[src/rtl/alu_op_sequencer_if.sv]
// -----------------------------------------------------------------------------
// alu_op_sequencer_if
// Bundles every signal between the main control unit and the ALU op sequencer.
//   Handshake : op_valid / op_ready / alu_op, plus flush (abort).
//   Flags     : flag_eq / flag_gt / flag_lt from the ALU comparator.
//   Controls  : alu_ctrl, shifter_ctrl, m_shifter, m_aluout, ulaaux_ctrl,
//               uc_ctrl, uc_op, branch_taken, aluout_we, done, op_err.
// Modports:
//   master - control-unit side (drives handshake and flags, reads controls)
//   slave  - sequencer side
// -----------------------------------------------------------------------------
interface alu_op_sequencer_if #(
  parameter int OP_W = 4
) ();

  logic            flush;
  logic            op_valid;
  logic            op_ready;
  logic [OP_W-1:0] alu_op;
  logic            flag_eq;
  logic            flag_gt;
  logic            flag_lt;
  logic [2:0]      alu_ctrl;
  logic [2:0]      shifter_ctrl;
  logic            m_shifter;
  logic [2:0]      m_aluout;
  logic [1:0]      ulaaux_ctrl;
  logic            uc_ctrl;
  logic [1:0]      uc_op;
  logic            branch_taken;
  logic            aluout_we;
  logic            done;
  logic            op_err;

  modport master (
    output flush, op_valid, alu_op, flag_eq, flag_gt, flag_lt,
    input  op_ready, alu_ctrl, shifter_ctrl, m_shifter, m_aluout, ulaaux_ctrl,
           uc_ctrl, uc_op, branch_taken, aluout_we, done, op_err
  );

  modport slave (
    input  flush, op_valid, alu_op, flag_eq, flag_gt, flag_lt,
    output op_ready, alu_ctrl, shifter_ctrl, m_shifter, m_aluout, ulaaux_ctrl,
           uc_ctrl, uc_op, branch_taken, aluout_we, done, op_err
  );

endinterface

[src/rtl/alu_op_sequencer.sv]
// -----------------------------------------------------------------------------
// alu_op_sequencer
// Accepts one ALU opcode per valid/ready handshake and sequences the ALU,
// shifter, auxiliary ALU and ALUOut mux of the multicycle datapath.
// Single-cycle ops and illegal codes run one EXEC cycle; SHIFT_L1, SHIFT_R,
// SHIFT_RA1 and LUI run LOAD -> SHIFT -> WAIT x SHIFT_WAIT -> FIN.
// Ports:
//   clk   - rising-edge clock
//   reset - asynchronous, active-low reset
//   bus   - alu_op_sequencer_if.slave (handshake, flags, control outputs)
// Parameters:
//   OP_W       - opcode width (>= 4); any set bit above [3:0] is illegal
//   SHIFT_WAIT - settle cycles after the shift operate cycle (0..15)
//   CNT_W      - wait counter width, must hold SHIFT_WAIT
// -----------------------------------------------------------------------------
module alu_op_sequencer #(
  parameter int OP_W       = 4,
  parameter int SHIFT_WAIT = 1,
  parameter int CNT_W      = 4
) (
  input  logic                 clk,
  input  logic                 reset,
  alu_op_sequencer_if.slave    bus
);

  typedef enum logic [2:0] {
    S_IDLE,
    S_EXEC,
    S_LOAD,
    S_SHIFT,
    S_WAIT,
    S_FIN
  } state_e;

  // Every registered control output; branch_taken is derived from these.
  typedef struct packed {
    logic [2:0] alu_ctrl;
    logic [2:0] shifter_ctrl;
    logic       m_shifter;
    logic [2:0] m_aluout;
    logic [1:0] ulaaux_ctrl;
    logic       uc_ctrl;
    logic [1:0] uc_op;
    logic       aluout_we;
    logic       done;
    logic       op_err;
  } ctrl_t;

  localparam logic [CNT_W-1:0] WAIT_LOAD =
    CNT_W'((SHIFT_WAIT > 0) ? SHIFT_WAIT - 1 : 0);

  state_e          state_q, state_d;
  logic [CNT_W-1:0] cnt_q, cnt_d;
  logic [OP_W-1:0]  op_q, op_d;
  ctrl_t            ctrl_q, ctrl_d;
  logic             cond;

  function automatic logic op_legal(input logic [OP_W-1:0] op);
    return (op >> 4) == '0;
  endfunction

  function automatic logic op_is_shift(input logic [OP_W-1:0] op);
    return op_legal(op) && (op[3:0] inside {4'd5, 4'd7, 4'd8, 4'd15});
  endfunction

  // Control word for the state being entered, given the latched opcode.
  // Computing it from the next state is what makes the outputs registered
  // yet aligned with the state they belong to.
  function automatic ctrl_t ctrl_for(input state_e st, input logic [OP_W-1:0] op);
    ctrl_t c;
    c = '0;
    case (st)
      S_EXEC: begin
        c.done = 1'b1;
        if (!op_legal(op)) begin
          c.op_err = 1'b1;
        end else begin
          case (op[3:0])
            4'd0, 4'd1, 4'd2, 4'd3: begin
              c.alu_ctrl  = op[2:0];
              c.m_aluout  = 3'b001;
              c.aluout_we = 1'b1;
            end
            4'd4: c.aluout_we = 1'b1;
            4'd6: begin
              c.ulaaux_ctrl = 2'b10;
              c.aluout_we   = 1'b1;
            end
            4'd9: begin
              c.ulaaux_ctrl = 2'b01;
              c.aluout_we   = 1'b1;
            end
            4'd10: begin
              c.alu_ctrl  = 3'b111;
              c.m_aluout  = 3'b011;
              c.aluout_we = 1'b1;
            end
            4'd11, 4'd12, 4'd13, 4'd14: begin
              c.alu_ctrl = 3'b111;
              c.m_aluout = 3'b011;
              c.uc_ctrl  = 1'b1;
              c.uc_op    = 2'(op[3:0] - 4'd11);
            end
            default: ;
          endcase
        end
      end
      S_LOAD, S_SHIFT, S_WAIT, S_FIN: begin
        c.m_aluout  = 3'b010;
        c.m_shifter = (op[3:0] == 4'd15);
        if (st == S_LOAD) begin
          c.shifter_ctrl = 3'b001;
        end else if (st == S_SHIFT) begin
          case (op[3:0])
            4'd7:    c.shifter_ctrl = 3'b011;
            4'd8:    c.shifter_ctrl = 3'b100;
            default: c.shifter_ctrl = 3'b010;
          endcase
        end else if (st == S_FIN) begin
          c.aluout_we = 1'b1;
          c.done      = 1'b1;
        end
      end
      default: ;
    endcase
    return c;
  endfunction

  always_comb begin
    // NOTE: every variable gets a default before any branch, so no path can
    // leave one unassigned and infer a latch.
    state_d = state_q;
    cnt_d   = cnt_q;
    op_d    = op_q;
    if (bus.flush) begin
      // Abort from any state; in IDLE this also blocks acceptance.
      state_d = S_IDLE;
    end else begin
      case (state_q)
        S_IDLE: begin
          if (bus.op_valid) begin
            op_d    = bus.alu_op;
            state_d = op_is_shift(bus.alu_op) ? S_LOAD : S_EXEC;
          end
        end
        S_EXEC:  state_d = S_IDLE;
        S_LOAD:  state_d = S_SHIFT;
        S_SHIFT: begin
          if (SHIFT_WAIT == 0) begin
            state_d = S_FIN;
          end else begin
            state_d = S_WAIT;
            cnt_d   = WAIT_LOAD;
          end
        end
        S_WAIT: begin
          if (cnt_q == '0) state_d = S_FIN;
          else             cnt_d   = cnt_q - 1'b1;
        end
        S_FIN:   state_d = S_IDLE;
        default: state_d = S_IDLE;
      endcase
    end
    ctrl_d = ctrl_for(state_d, op_d);
  end

  // NOTE: sequential state uses non-blocking assignments so every register
  // samples its pre-edge value, independent of statement order.
  always_ff @(posedge clk or negedge reset) begin
    if (!reset) begin
      state_q <= S_IDLE;
      cnt_q   <= '0;
      op_q    <= '0;
      ctrl_q  <= '0;
    end else begin
      state_q <= state_d;
      cnt_q   <= cnt_d;
      op_q    <= op_d;
      ctrl_q  <= ctrl_d;
    end
  end

  // Branch condition follows the live flags during the EXEC cycle.
  always_comb begin
    case (ctrl_q.uc_op)
      2'b00:   cond = bus.flag_eq;
      2'b01:   cond = !bus.flag_eq;
      2'b10:   cond = bus.flag_lt | bus.flag_eq;
      default: cond = bus.flag_gt;
    endcase
  end

  assign bus.branch_taken = (state_q == S_EXEC) && ctrl_q.uc_ctrl && cond;
  assign bus.op_ready     = (state_q == S_IDLE);
  assign bus.alu_ctrl     = ctrl_q.alu_ctrl;
  assign bus.shifter_ctrl = ctrl_q.shifter_ctrl;
  assign bus.m_shifter    = ctrl_q.m_shifter;
  assign bus.m_aluout     = ctrl_q.m_aluout;
  assign bus.ulaaux_ctrl  = ctrl_q.ulaaux_ctrl;
  assign bus.uc_ctrl      = ctrl_q.uc_ctrl;
  assign bus.uc_op        = ctrl_q.uc_op;
  assign bus.aluout_we    = ctrl_q.aluout_we;
  assign bus.done         = ctrl_q.done;
  assign bus.op_err       = ctrl_q.op_err;

endmodule

[src/flat_wrapper.sv]
// flat-port wrapper written by rule: the top's interface ports become plain ports
module alu_op_sequencer_flat 
#(
  parameter int OP_W       = 4,
  parameter int SHIFT_WAIT = 1,
  parameter int CNT_W      = 4
)
  (clk, reset, bus_flush, bus_op_valid, bus_alu_op, bus_flag_eq, bus_flag_gt, bus_flag_lt, bus_op_ready, bus_alu_ctrl, bus_shifter_ctrl, bus_m_shifter, bus_m_aluout, bus_ulaaux_ctrl, bus_uc_ctrl, bus_uc_op, bus_branch_taken, bus_aluout_we, bus_done, bus_op_err);
  alu_op_sequencer_if #(.OP_W(OP_W)) bus_i ();
  input  logic clk;
  input  logic reset;
  input wire logic [$bits(bus_i.flush)-1:0] bus_flush;
  input wire logic [$bits(bus_i.op_valid)-1:0] bus_op_valid;
  input wire logic [$bits(bus_i.alu_op)-1:0] bus_alu_op;
  input wire logic [$bits(bus_i.flag_eq)-1:0] bus_flag_eq;
  input wire logic [$bits(bus_i.flag_gt)-1:0] bus_flag_gt;
  input wire logic [$bits(bus_i.flag_lt)-1:0] bus_flag_lt;
  output wire logic [$bits(bus_i.op_ready)-1:0] bus_op_ready;
  output wire logic [$bits(bus_i.alu_ctrl)-1:0] bus_alu_ctrl;
  output wire logic [$bits(bus_i.shifter_ctrl)-1:0] bus_shifter_ctrl;
  output wire logic [$bits(bus_i.m_shifter)-1:0] bus_m_shifter;
  output wire logic [$bits(bus_i.m_aluout)-1:0] bus_m_aluout;
  output wire logic [$bits(bus_i.ulaaux_ctrl)-1:0] bus_ulaaux_ctrl;
  output wire logic [$bits(bus_i.uc_ctrl)-1:0] bus_uc_ctrl;
  output wire logic [$bits(bus_i.uc_op)-1:0] bus_uc_op;
  output wire logic [$bits(bus_i.branch_taken)-1:0] bus_branch_taken;
  output wire logic [$bits(bus_i.aluout_we)-1:0] bus_aluout_we;
  output wire logic [$bits(bus_i.done)-1:0] bus_done;
  output wire logic [$bits(bus_i.op_err)-1:0] bus_op_err;
  assign bus_i.flush = bus_flush;
  assign bus_i.op_valid = bus_op_valid;
  assign bus_i.alu_op = bus_alu_op;
  assign bus_i.flag_eq = bus_flag_eq;
  assign bus_i.flag_gt = bus_flag_gt;
  assign bus_i.flag_lt = bus_flag_lt;
  assign bus_op_ready = bus_i.op_ready;
  assign bus_alu_ctrl = bus_i.alu_ctrl;
  assign bus_shifter_ctrl = bus_i.shifter_ctrl;
  assign bus_m_shifter = bus_i.m_shifter;
  assign bus_m_aluout = bus_i.m_aluout;
  assign bus_ulaaux_ctrl = bus_i.ulaaux_ctrl;
  assign bus_uc_ctrl = bus_i.uc_ctrl;
  assign bus_uc_op = bus_i.uc_op;
  assign bus_branch_taken = bus_i.branch_taken;
  assign bus_aluout_we = bus_i.aluout_we;
  assign bus_done = bus_i.done;
  assign bus_op_err = bus_i.op_err;
  alu_op_sequencer #(.OP_W(OP_W), .SHIFT_WAIT(SHIFT_WAIT), .CNT_W(CNT_W)) u_core (.clk(clk), .reset(reset), .bus(bus_i));
endmodule
[config.mk]
export PLATFORM = sky130hd
export DESIGN_NAME = alu_op_sequencer_flat
export DESIGN_NICKNAME = d
export VERILOG_FILES = /design/src/rtl/alu_op_sequencer_if.sv /design/src/rtl/alu_op_sequencer.sv /design/src/flat_wrapper.sv
export SDC_FILE = /design/constraint.sdc
export NUM_CORES = 1
export LEC_CHECK = 0
export CORE_MARGIN = 3
export CORE_UTILIZATION = 54
export CTS_CLUSTER_SIZE = 8
export DETAILED_ROUTE_END_ITERATION = 8
export PLACE_DENSITY = 0.84
export SETUP_SLACK_MARGIN = 0.4
export SLEW_MARGIN = 40
export SYNTH_ARGS = -nofsm -noshare
export SYNTH_HDL_FRONTEND = slang
export SYNTH_SLANG_ARGS = --single-unit
[constraint.sdc]
create_clock -name clk -period 5.9 [get_ports clk]
set_input_delay 0.885 -clock clk [delete_from_list [all_inputs] [get_ports clk]]
set_output_delay 0.885 -clock clk [all_outputs]
set_load 0.005 [all_outputs]
==> results.txt, run 1 <==
The buffer depth of the longest clock path came out at 2. The number of instances in the placed design came out at 200. The die width is 57.6 um.

After synthesis the netlist holds a flip-flop and latch count of 27. The post-route netlist has 6.90% of its cells at a drive strength greater than 1. Among cell families on the critical path, the largest total delay comes from simple AND/OR/NAND/NOR gates. The combinational power share is 30.4%. The clock slew seen by the registers of the worst setup and hold paths came out at 0.14 ns. The clock network fraction of total power is 18.4%. The kind of path behind the tightest hold check is register to register. The clock period minus worst slack came out at 4.12 ns.

After synthesis, the most frequently instantiated cells are 27 x dfrtp_1, 12 x a21oi_1, 11 x nor2_1. The reg-to-reg setup timing slack is 2.44 ns. The first TritonRoute pass finished after 4 iterations.

The final critical-path share of the clock period came out at 69.9%. The final-report max-slew violation count came out at 0. The summed negative setup slack over all endpoints is 0 ns. In this run the worst path has a maximum fanout of 13. The number of violations reported at the end of detailed-routing iteration 0 came out at 67. The flow ran to the end, and the final reports show no timing, DRC or antenna violations. The final hold violation count was 0. In this run the number of cells on the critical path is 10. The via count of the first global-routing pass was 1215. The number of clock sinks seen by CTS is 27.

The switching fraction of total power is 33.3%. The number of standard cells in the final layout excluding fillers is 204. The post-cts resize count is 0.

The peak supply drop came out at 191 uV. dfrtp_1 takes more of the synthesized area than any other cell. In this run the static leakage power is 0.812 nW.

The share of cell area taken by muxes after synthesis is 5.05%. Registers are responsible for 51.1% of the overall power. The cell count after synthesis is 147.

Data on the critical path is required at its endpoint by 6.13 ns. The sum of routed wire length over all layers came out at 3.33 mm. The average cell area after synthesis came out at 9.78 um2. The critical path contains buffers and inverters numbering 2 combined. The tree is rooted in a clkbuf_4. The number of antenna violations at the first check in global routing is 0.

Input and output buffers added on the ports amount to 28. The detail-routed net length per standard cell came out at 16.3 um. The worst hold path passes through 2 cells. For this run, the leading register cell type out of synthesis is dfrtp_1. Yosys mapped the design onto 44 distinct sky130hd cell types.

Summing the areas of all xor and xnor instances in the mapped netlist gives 0.609% of the synthesized area. The sequential-to-total area share from yosys stat came out at 47.0%. By area, the combinational part of the netlist is dominated by simple AND/OR/NAND/NOR gates.

The endpoint class of the critical path is a register. The core box area came out at 2500 um2. Routability-driven placement finished with a final weighted congestion of 0.917. The die covers 3320 um2.

At the later pin of the worst-skew pair, clock insertion delay measures 0.33 ns. The area growth from synthesis to layout is 22.5%. The worst pin sits at a relative slew slack of 59.5%. Entering global routing, the biggest net connects 28 pins.

The worst setup path is of the input port to register kind. The total of hold buffers inserted after clock tree synthesis is 0. STA classifies the critical path startpoint as an input port. The post-DP HPWL came out at 2.46 mm. The starting density of the core is 57.5%. The number of vias per cell after detailed routing came out at 5.99. Yosys printed 0 warnings. Once detail routing completed, the nets flagged for antenna violations numbered 0. The global-route usage over all layers came out at 21.9%. The largest individual stage delay along the critical path comes from the cell or4_1.

The final worst clock skew is 0.00991 ns. The worst reg2reg path depth came out at 9. Yosys instantiated no cell more often than dfrtp_1. Once placement finished, the instance area stood at 1730 um2. The overall overflow remaining after global route came out at 0. The final design instance area without fill came out at 1760 um2.

The critical path data arrival time is 4.35 ns. The internal portion of total power is 0.290 mW. The number of buffers created by CTS is 3.

After detailed routing, the number of remaining DRC violations is 0. The count of flip-flops with a built-in enable after synthesis is 0. The number of filler cells placed in the layout came out at 197. The final net count came out at 191. The share of synthesized cell area in and, or, nand and nor gates is 23.6%.

The switching component of the power came out at 0.145 mW. Setup repair after global routing left no endpoint under its margin. After synthesis, the cell types taking the most area are dfrtp_1 47%, ha_1 4.4%, a21oi_1 4.2%, mux2i_1 3.5%, nor2_1 2.9%. The number of placement rows came out at 18.

The biggest cell delay along the critical path is 0.78 ns. The number of antenna diodes came out at 0. The number of endpoints failing setup at the final stage is 0.

At the pin with the least slew margin, the transition time is 0.602 ns. The share of flip-flops with an asynchronous set or reset is 100%. The post-synthesis compound-gate area fraction came out at 14.2%. Walking the worst path, the cells encountered are clkdlybuf4s50_1 > or4_1 > nor2_8 > mux2i_1 > inv_1 > ha_1 > or3_1 > a21oi_1 > or4_4 > or3b_1. The height of the chip is 57.6 um. The power density relative to cell area came out at 247 nW/um2. The area share of fa/ha/maj cells after synthesis came out at 4.35%. The netlist area before placement is 1440 um2.

TritonCTS built the clock tree. Of the post-synthesis cell area, the dominant cell type holds 47.0%. Once the clock tree was built, the setup fixing pass inserted 0 buffers. The via total after detailed routing is 1221. In this run the number of H-tree levels came out at 1.

The top-level port count is 31. The first global-routing pass estimated 5.61 mm of wire. The count of max-cap constraint violations came out at 0. The maximum clock frequency came out at 243 MHz.
## power groups by stage
stage                     clock network (mW)  logic [mW]  registers (mW)
after floorplan                            0      0.0860           0.219
after global placement                     0       0.127           0.224
after detailed placement                   0       0.129           0.225
after CTS                             0.0817       0.131           0.221
after global routing                  0.0902       0.148           0.225
final                                 0.0802       0.133           0.223
## kinds of logic (layout without fill, tap and decap cells)
kind of cell	count (synthesis)	in the layout
simple gates	58	58
compound gates	32	32
flops	27	27
buf+inv	16	42
mux	7	7
fa+ha+maj	5	5
other cells	1	2
xor+xnor	1	1
## cells in the final DEF (no fill, tap or decap), drive strengths merged, types with 3 or more instances in the layout
| cell | Yosys | routed |
|---|---|---|
| inv | 9 | 9 |
| mux2i | 5 | 5 |
| nor4 | 4 | 4 |
| ha | 5 | 5 |
| and3 | 3 | 3 |
| clkbuf | 4 | 4 |
| nor2b | 3 | 3 |
| nand2 | 8 | 8 |
| a21oi | 12 | 12 |
| nand2b | 6 | 6 |
| dfrtp | 27 | 27 |
| nor2 | 12 | 12 |
| nor3 | 5 | 5 |
| clkdlybuf4s50 | 0 | 28 |
| o21ai | 5 | 5 |
## flip-flops by register name, indices dropped and copies added (netlist names)
signal                   flops
u_core.cnt_q                 4
u_core.op_q                  4
u_core.bus.alu_ctrl          3
u_core.bus.shifter_ctrl      3
u_core.state_q               3
u_core.bus.m_aluout          2
u_core.bus.uc_op             2
u_core.bus.ulaaux_ctrl       2
u_core.bus.aluout_we         1
u_core.bus.done              1
u_core.bus.m_shifter         1
u_core.bus.uc_ctrl           1
## worst paths after layout
check                                          to         startpoint
setup / recovery           u_core.bus.m_aluout[1]          bus_flush
hold / removal                    u_core.cnt_q[1]    u_core.cnt_q[1]
setup reg to reg           u_core.bus.m_aluout[1]  u_core.state_q[0]
hold reg to reg                   u_core.cnt_q[1]    u_core.cnt_q[1]
max in group asynchronous          u_core.op_q[2]              reset
min in group asynchronous       u_core.state_q[1]              reset
## metal layers
layer | vias to the layer above | global-route usage [%] | share of wire [%]
li1 | 572 | - | -
met1 | 586 | 30.0 | 42
met2 | 58 | 34.7 | 49
met3 | 5 | 4.52 | 7.8
met4 | 0 | 7.28 | 1.1
met5 | - | 0 | 0
## area by class of cell
cell class              instances  area (um2)  share of cell area, %
repair buffers                 29         288                   16.3
flip-flops and latches         27         676                   38.4
well taps                      30        37.5                   2.13
multi-input cells             105         701                   39.8
clock buffers                   4        26.3                   1.49
inverters                       9        33.8                   1.92
## worst min-delay path: stages, from the launching register on
cell and delay, ns:
dfrtp_1 0.37, o21ai_0 0.08, o41ai_1 0.07
## stage by stage
| step | hold slack (ns) | util, % | power [mW] | worst slack [ns] |
|---|---|---|---|---|
| 6_report | 0.547 | 70.5 | 0.435 | 1.78 |
| 5_1_grt | 0.584 | 70.5 | 0.462 | 1.58 |
| 4_1_cts | 0.550 | 70.2 | 0.434 | 1.83 |
| 3_5_place_dp | 0.519 | 69.2 | 0.354 | 1.49 |
| 3_3_place_gp | 0.492 | 69.2 | 0.350 | 1.61 |
| 2_1_floorplan | 0.469 | - | 0.305 | 2.50 |
No activity file was read; power rests on OpenSTA's default activity.
==> run 2: changes to the inputs <==
--- a/config.mk
+++ b/config.mk
@@ -6,10 +6,10 @@
 export NUM_CORES = 1
 export LEC_CHECK = 0
 export CORE_MARGIN = 3
-export CORE_UTILIZATION = 54
+export CORE_UTILIZATION = 50
 export CTS_CLUSTER_SIZE = 8
 export DETAILED_ROUTE_END_ITERATION = 8
-export PLACE_DENSITY = 0.84
+export PLACE_DENSITY = 0.79
 export SETUP_SLACK_MARGIN = 0.4
 export SLEW_MARGIN = 40
 export SYNTH_ARGS = -nofsm -noshare
==> constraint.sdc (replaced) <==
create_clock -name clk -period 4.3 [get_ports clk]
set_input_delay 0.645 -clock clk [delete_from_list [all_inputs] [get_ports clk]]
set_output_delay 0.645 -clock clk [all_outputs]
set_load 0.005 [all_outputs]
==> results.txt, run 2 (same netlist as run 1, synthesis figures left out) <==
The switching component of the power came out at 0.196 mW. VDD sags by at most 255 uV. Setup repair after global routing left no endpoint under its margin. The internal portion of total power came out at 0.400 mW.

The final critical-path share of the clock period is 82.1%. The final hold violation count came to 0. The global-route usage over all layers is 20.2%. The clock slew seen by the registers of the worst setup and hold paths is 0.14 ns. The number of nets with antenna violations after routing is 0. The number of clock sinks seen by CTS came out at 27. The final-report max-slew violation count came out at 0. In this run, post-CTS repair resized a total of 0 instances.

Setup violations remaining at the end of the flow were counted as 0. The final design instance area without fill is 1760 um2. The summed negative setup slack over all endpoints came out at 0 ns. In this run the horizontal extent of the chip is 59.6 um. The layout overhead on the synthesized area came out at 22.3%.

The die covers 3550 um2. The worst pin sits at a relative slew slack of 52.2%. The starting density of the core came out at 55.0%. The kind of path behind the tightest hold check is input port to asynchronous set/reset pin. TritonCTS created 3 clock buffers. The worst hold slack is 0.295 ns.

The maximum fanout along the worst path is 6. The overall overflow remaining after global route is 0. The height of the chip came out at 59.6 um. The final layout contains routed wiring with a total length of 3.30 mm. Power comes to 0.596 mW. The maximum level of the CTS H-tree is 1. Entering global routing, the biggest net connects 28 pins.

The kind of critical path is input port to register. The number of vias per cell after detailed routing came out at 5.85. For the pin with the worst max-slew slack, the measured transition is 0.711 ns. The post-DP HPWL is 2.62 mm.

The startpoint type of the worst setup path is an input port. The final worst clock skew is 0.00124 ns. The clock tree from TritonCTS is built. The critical path data arrival time is 3.74 ns. In the final layout, the registers with the most flip-flops are u_core.cnt_q: 4 flops, u_core.op_q: 4 flops.

The clock network fraction of total power is 18.2%. The met3 usage came out at 3.49%. The pre-CTS worst setup slack came out at 0.432 ns.

The first detailed-routing pass ran for 4 iterations. The global-route met1 utilization is 26.8%. The endpoint class of the critical path is a register. The highest-utilization routing layer at the global route stage is met2. After floorplanning, the core was divided into 18 placement rows. The worst path meets setup with 0.771 ns of slack. For this design, the CTS-stage hold fixing added 0 buffers.

The number of antenna violations at the first check in global routing came out at 0. Net switching is 32.8% of the power. The fraction of power consumed by sequential logic came out at 50.8%. The buffer depth of the longest clock path came out at 2. The number of antenna diodes is 0.

For this block, the initial DRC count from the detailed router was 36. The detail-routed net length per standard cell is 16.1 um. Once the clock tree was built, the setup fixing pass inserted 0 buffers. The area of placed instances came out at 1730 um2. The clock root buffer is clkbuf_4. The count of max-cap constraint violations is 0. For this run, the post-layout net count is 192. The top-level port count is 31.

In this run, the combinational gates consume 31.1% of the power. The global routing usage on met2 came out at 32.9%. The ratio of cells with drive above 1 in the final layout is 7.43%. The via count of the first global-routing pass is 1165. The global-route wire length before repair came out at 5.37 mm.

The total DRC errors in the routed layout came out at 0. The library cells used most frequently in the layout, excluding fill and tap cells, are 27 x clkdlybuf4s50_1, 27 x dfrtp_1, 12 x a21oi_1, 11 x nor2_1, 9 x inv_1. The core box area is 2610 um2. Input and output buffers added on the ports amount to 28.

The power density relative to cell area is 339 nW/um2. The static leakage power came out at 0.816 nW. The flow ran to the end, and the final reports show no timing, DRC or antenna violations.

At the worst endpoint, the required time is 4.52 ns. The maximum clock frequency came out at 283 MHz. The placer's final routability congestion estimate came out at 0.922. Detailed routing inserted a total of 1199 vias. The clock period minus worst slack came out at 3.53 ns. The later pin in the worst-skew pair is clocked with a latency of 0.32 ns.
run 2: changes by cell type in the layout (fill, tap and decap cells not counted):
cell	change
nor4_1	+1
buf_2	+1
buf_4	+1
clkdlybuf4s50_1	-1
nor4_2	-1
run 2: worst paths after layout:
| check | from | to | slack, ns | cells past startpoint |
|---|---|---|---|---|
| min in group clk | u_core.cnt_q[1] | u_core.cnt_q[1] | 0.56 | 2 |
| max | bus_flush | u_core.bus.m_aluout[1] | 0.77 | 10 |
| max in group asynchronous | reset | u_core.op_q[1] | 3.63 | 1 |
| min | reset | u_core.bus.alu_ctrl[2] | 0.29 | 1 |
| max reg2reg | u_core.state_q[0] | u_core.bus.m_aluout[1] | 0.95 | 9 |
| min reg2reg | u_core.cnt_q[1] | u_core.cnt_q[1] | 0.56 | 2 |
run 2: worst max-delay path, cell delays in order:
cell and delay, ns:
clkdlybuf4s50_1 0.41, or4_1 0.70, nor2_8 0.18, mux2i_1 0.38, inv_1 0.14, ha_1 0.25
or3_1 0.40, a21oi_1 0.14, or4_4 0.16, or3b_1 0.34
run 2: power by group through the flow:
stage                     clock, mW  combinational, mW  sequential (mW)
after floorplan                   0              0.118            0.301
after global placement            0              0.181            0.307
after detailed placement          0              0.184            0.307
after CTS                     0.108              0.184            0.302
after global routing          0.119              0.205            0.307
final                         0.108              0.185            0.302
run 2: routing by layer:
layer / part of all wire (%) / routed length, um
met1: 44 / 1440
met3: 6.8 / 224
met5: 0 / 0
met4: 2.3 / 76
met2: 47 / 1560
run 2: per-stage QoR:
stage,utilization [%],cells
finish,67.3,205
global route,67.3,205
CTS,67.3,205
detailed placement,66.3,201
global placement,66.5,201
floorplan,-,148
run 2: layout make-up:
cell class	instances	area, um2
Fill cell	244	855
Timing Repair Buffer	30	290
Tap cell	30	37.5
Inverter	9	33.8
Multi-Input combinational cell	105	694
Clock buffer	4	26.3
Sequential cell	27	676
==> run 3: changes to the inputs <==
==> constraint.sdc (replaced) <==
create_clock -name clk -period 3.45 [get_ports clk]
set_input_delay 0.5175 -clock clk [delete_from_list [all_inputs] [get_ports clk]]
set_output_delay 0.5175 -clock clk [all_outputs]
set_load 0.005 [all_outputs]
==> results.txt, run 3 (same netlist as run 1, synthesis figures left out) <==
The run finished with clean final reports. Counting every sink on the clock net gives 27. The peak supply drop is 320 uV.

The library cells used most frequently in the layout, excluding fill and tap cells, are 28 x clkdlybuf4s50_1, 27 x dfrtp_1, 14 x buf_4, 12 x a21oi_1, 11 x nor2_1. The kind of critical path is input port to register. The via total after detailed routing is 1260. Measured on the finished design, the core utilization comes to 71.2%. The post-route netlist has 13.9% of its cells at a drive strength greater than 1. The pin count of the biggest net entering global routing came out at 28. After clock tree synthesis, the clock-pin slew on the worst setup and hold paths is 0.14 ns. The die footprint is 3550 um2. For this run, design rule violations remaining after detail routing come to 0. The final-report max-slew violation count is 0. Among all stages on the critical path, the largest delay is contributed by or4_4. The latest clock arrival within the worst-skew pair came out at 0.34 ns. The total of hold buffers inserted after clock tree synthesis is 0. After legalization and detailed placement, the total HPWL measured 2.71 mm. The top-level port count is 31. Setup repair after global routing left no endpoint under its margin. The buffer depth of the longest clock path came out at 2. The core box area is 2610 um2. The met1 wire length came out at 1.56 mm. The maximum fanout along the worst path came out at 3.

The final critical-path share of the clock period came out at 85.3%. The number of vias per cell after detailed routing is 5.81. The overall overflow remaining after global route is 0. The number of buffers created by CTS came out at 3. In this run the number of H-tree levels came out at 1. The via count of the first global-routing pass was 1236. At the end of routability-driven placement, the weighted congestion stood at 0.928. The die width is 59.6 um.

The startpoint type of the worst setup path is an input port. The detailed router finished its first iteration with 102 violations. On the final layout, the worst clock skew is 0.0119 ns. The worst setup path is captured at a register. Summed over all failing endpoints, the final setup total negative slack is 0 ns. The number of buffers and inverters on the critical path is 2. Data arrives at the worst endpoint at 3.17 ns. The tree is rooted in a clkbuf_4. The met3 wire length came out at 250 um.

The sum of routed wire length over all layers came out at 3.52 mm. The final net count came out at 204. The maximum clock frequency came out at 340 MHz.

TritonCTS built the clock tree. The number of placement rows is 18. Before antenna repair, the detailed router went through 6 iterations. The global-route usage over all layers came out at 21.7%.

The library cell used most frequently in the layout, excluding fill and tap cells, is clkdlybuf4s50_1. The largest registers in the layout are u_core.cnt_q: 4 flops, u_core.op_q: 4 flops. The required time at the worst-slack endpoint came out at 3.68 ns. For this configuration, the core starts out at a cell density of 55.0%. Across the run, the number of max-cap violations was 0. The biggest cell delay along the critical path came out at 0.53 ns. The count of buffers from port buffering is 28. The normalized max-slew margin is 55.1%. The kind of path behind the tightest hold check is input port to asynchronous set/reset pin.

The global-route wire length before repair came out at 5.69 mm. In this run the top signal layer used is met4. The number of nets with antenna violations after routing is 0. Counting tap cells, the placed design contains a total of 212 instances. The number of antenna violations at the first check in global routing came out at 0.

The height of the chip came out at 59.6 um. The pre-CTS worst setup slack is 0.0276 ns. In this run the static leakage power is 0.877 nW. The slew at the pin closest to its max-slew limit is 0.667 ns. The number of endpoints failing setup at the final stage came out at 0. The power density relative to cell area came out at 418 nW/um2.

After filler insertion, the fill cell instance count of the layout stands at 202. The cell family contributing the most delay on the critical path is simple AND/OR/NAND/NOR gates. The wire length on met2 came out at 1.65 mm.

The number of antenna diodes is 0. The area growth from synthesis to layout is 29.4%. Excluding fillers, the count of instances in the completed layout stands at 217. The clock period minus worst slack came out at 2.94 ns. Traced cell by cell, the critical path runs through clkdlybuf4s50_1 > or4_4 > nor2_8 > mux2i_1 > inv_1 > ha_1 > or3_1 > a21oi_1 > or4_4 > or3b_1. The most frequent cell on the critical path is or4_4. Setup slack closes at 0.507 ns. Total power for the finished layout comes to 0.778 mW. Dividing the detail-routed wire length by the instance count gives 16.2 um. The final hold violation count is 0.
run 3: cell type report:
cell class                 instances  area (um2)  share of cell area (%)
multi-input combinational        105         702                    37.7
sequential                        27         676                    36.3
timing repair buffer              42         385                    20.7
tap                               30        37.5                    2.02
inverter                           9        33.8                    1.82
clock buffer                       4        26.3                    1.41
run 3: worst paths after layout:
| path | startpoint | cells past startpoint | endpoint | slack (ns) |
|---|---|---|---|---|
| setup reg to reg | u_core.state_q[2] | 9 | u_core.bus.m_aluout[1] | 0.60 |
| max in group asynchronous | reset | 2 | u_core.bus.uc_op[1] | 2.66 |
| hold reg to reg | u_core.cnt_q[1] | 2 | u_core.cnt_q[1] | 0.55 |
| setup / recovery | bus_flush | 10 | u_core.bus.m_aluout[1] | 0.51 |
| min in group clk | u_core.cnt_q[1] | 2 | u_core.cnt_q[1] | 0.55 |
| hold / removal | reset | 2 | u_core.bus.uc_ctrl | 0.53 |
run 3: where the power goes:
part           switching, mW  internal [mW]
Clock                 0.0921         0.0455
Combinational          0.134          0.130
Sequential            0.0259          0.351
run 3: layer usage:
metal / vias to the layer above / global-route usage [%]
li1: 598 / -
met5: - / 0
met2: 52 / 36.2
met1: 603 / 28.7
met4: 0 / 6.96
met3: 7 / 3.49
run 3: through the flow:
step | hold WS (ns) | area [um2]
6_report | 0.535 | 1860
5_1_grt | 0.577 | 1860
4_1_cts | 0.557 | 1850
3_5_place_dp | 0.520 | 1820
3_3_place_gp | 0.484 | 1820
2_1_floorplan | 0.222 | 1440
run 3: timing repair:
item	4_1_cts	5_1_grt
setup endpoints to repair	3	4
resized for setup	1	1
setup buffers	0	1
gates cloned	0	0
pin swaps	0	2
run 3: worst reg2reg max path: cells and delay by family, from the launching register on:
family,cells,cell delay (ns)
muxes,1,0.24
adders and majority gates,1,0.19
DFF,1,0.44
and+or+nand+nor,5,1.65
AOI/OAI and AO/OA,1,0.14
buffers and inverters,1,0.08
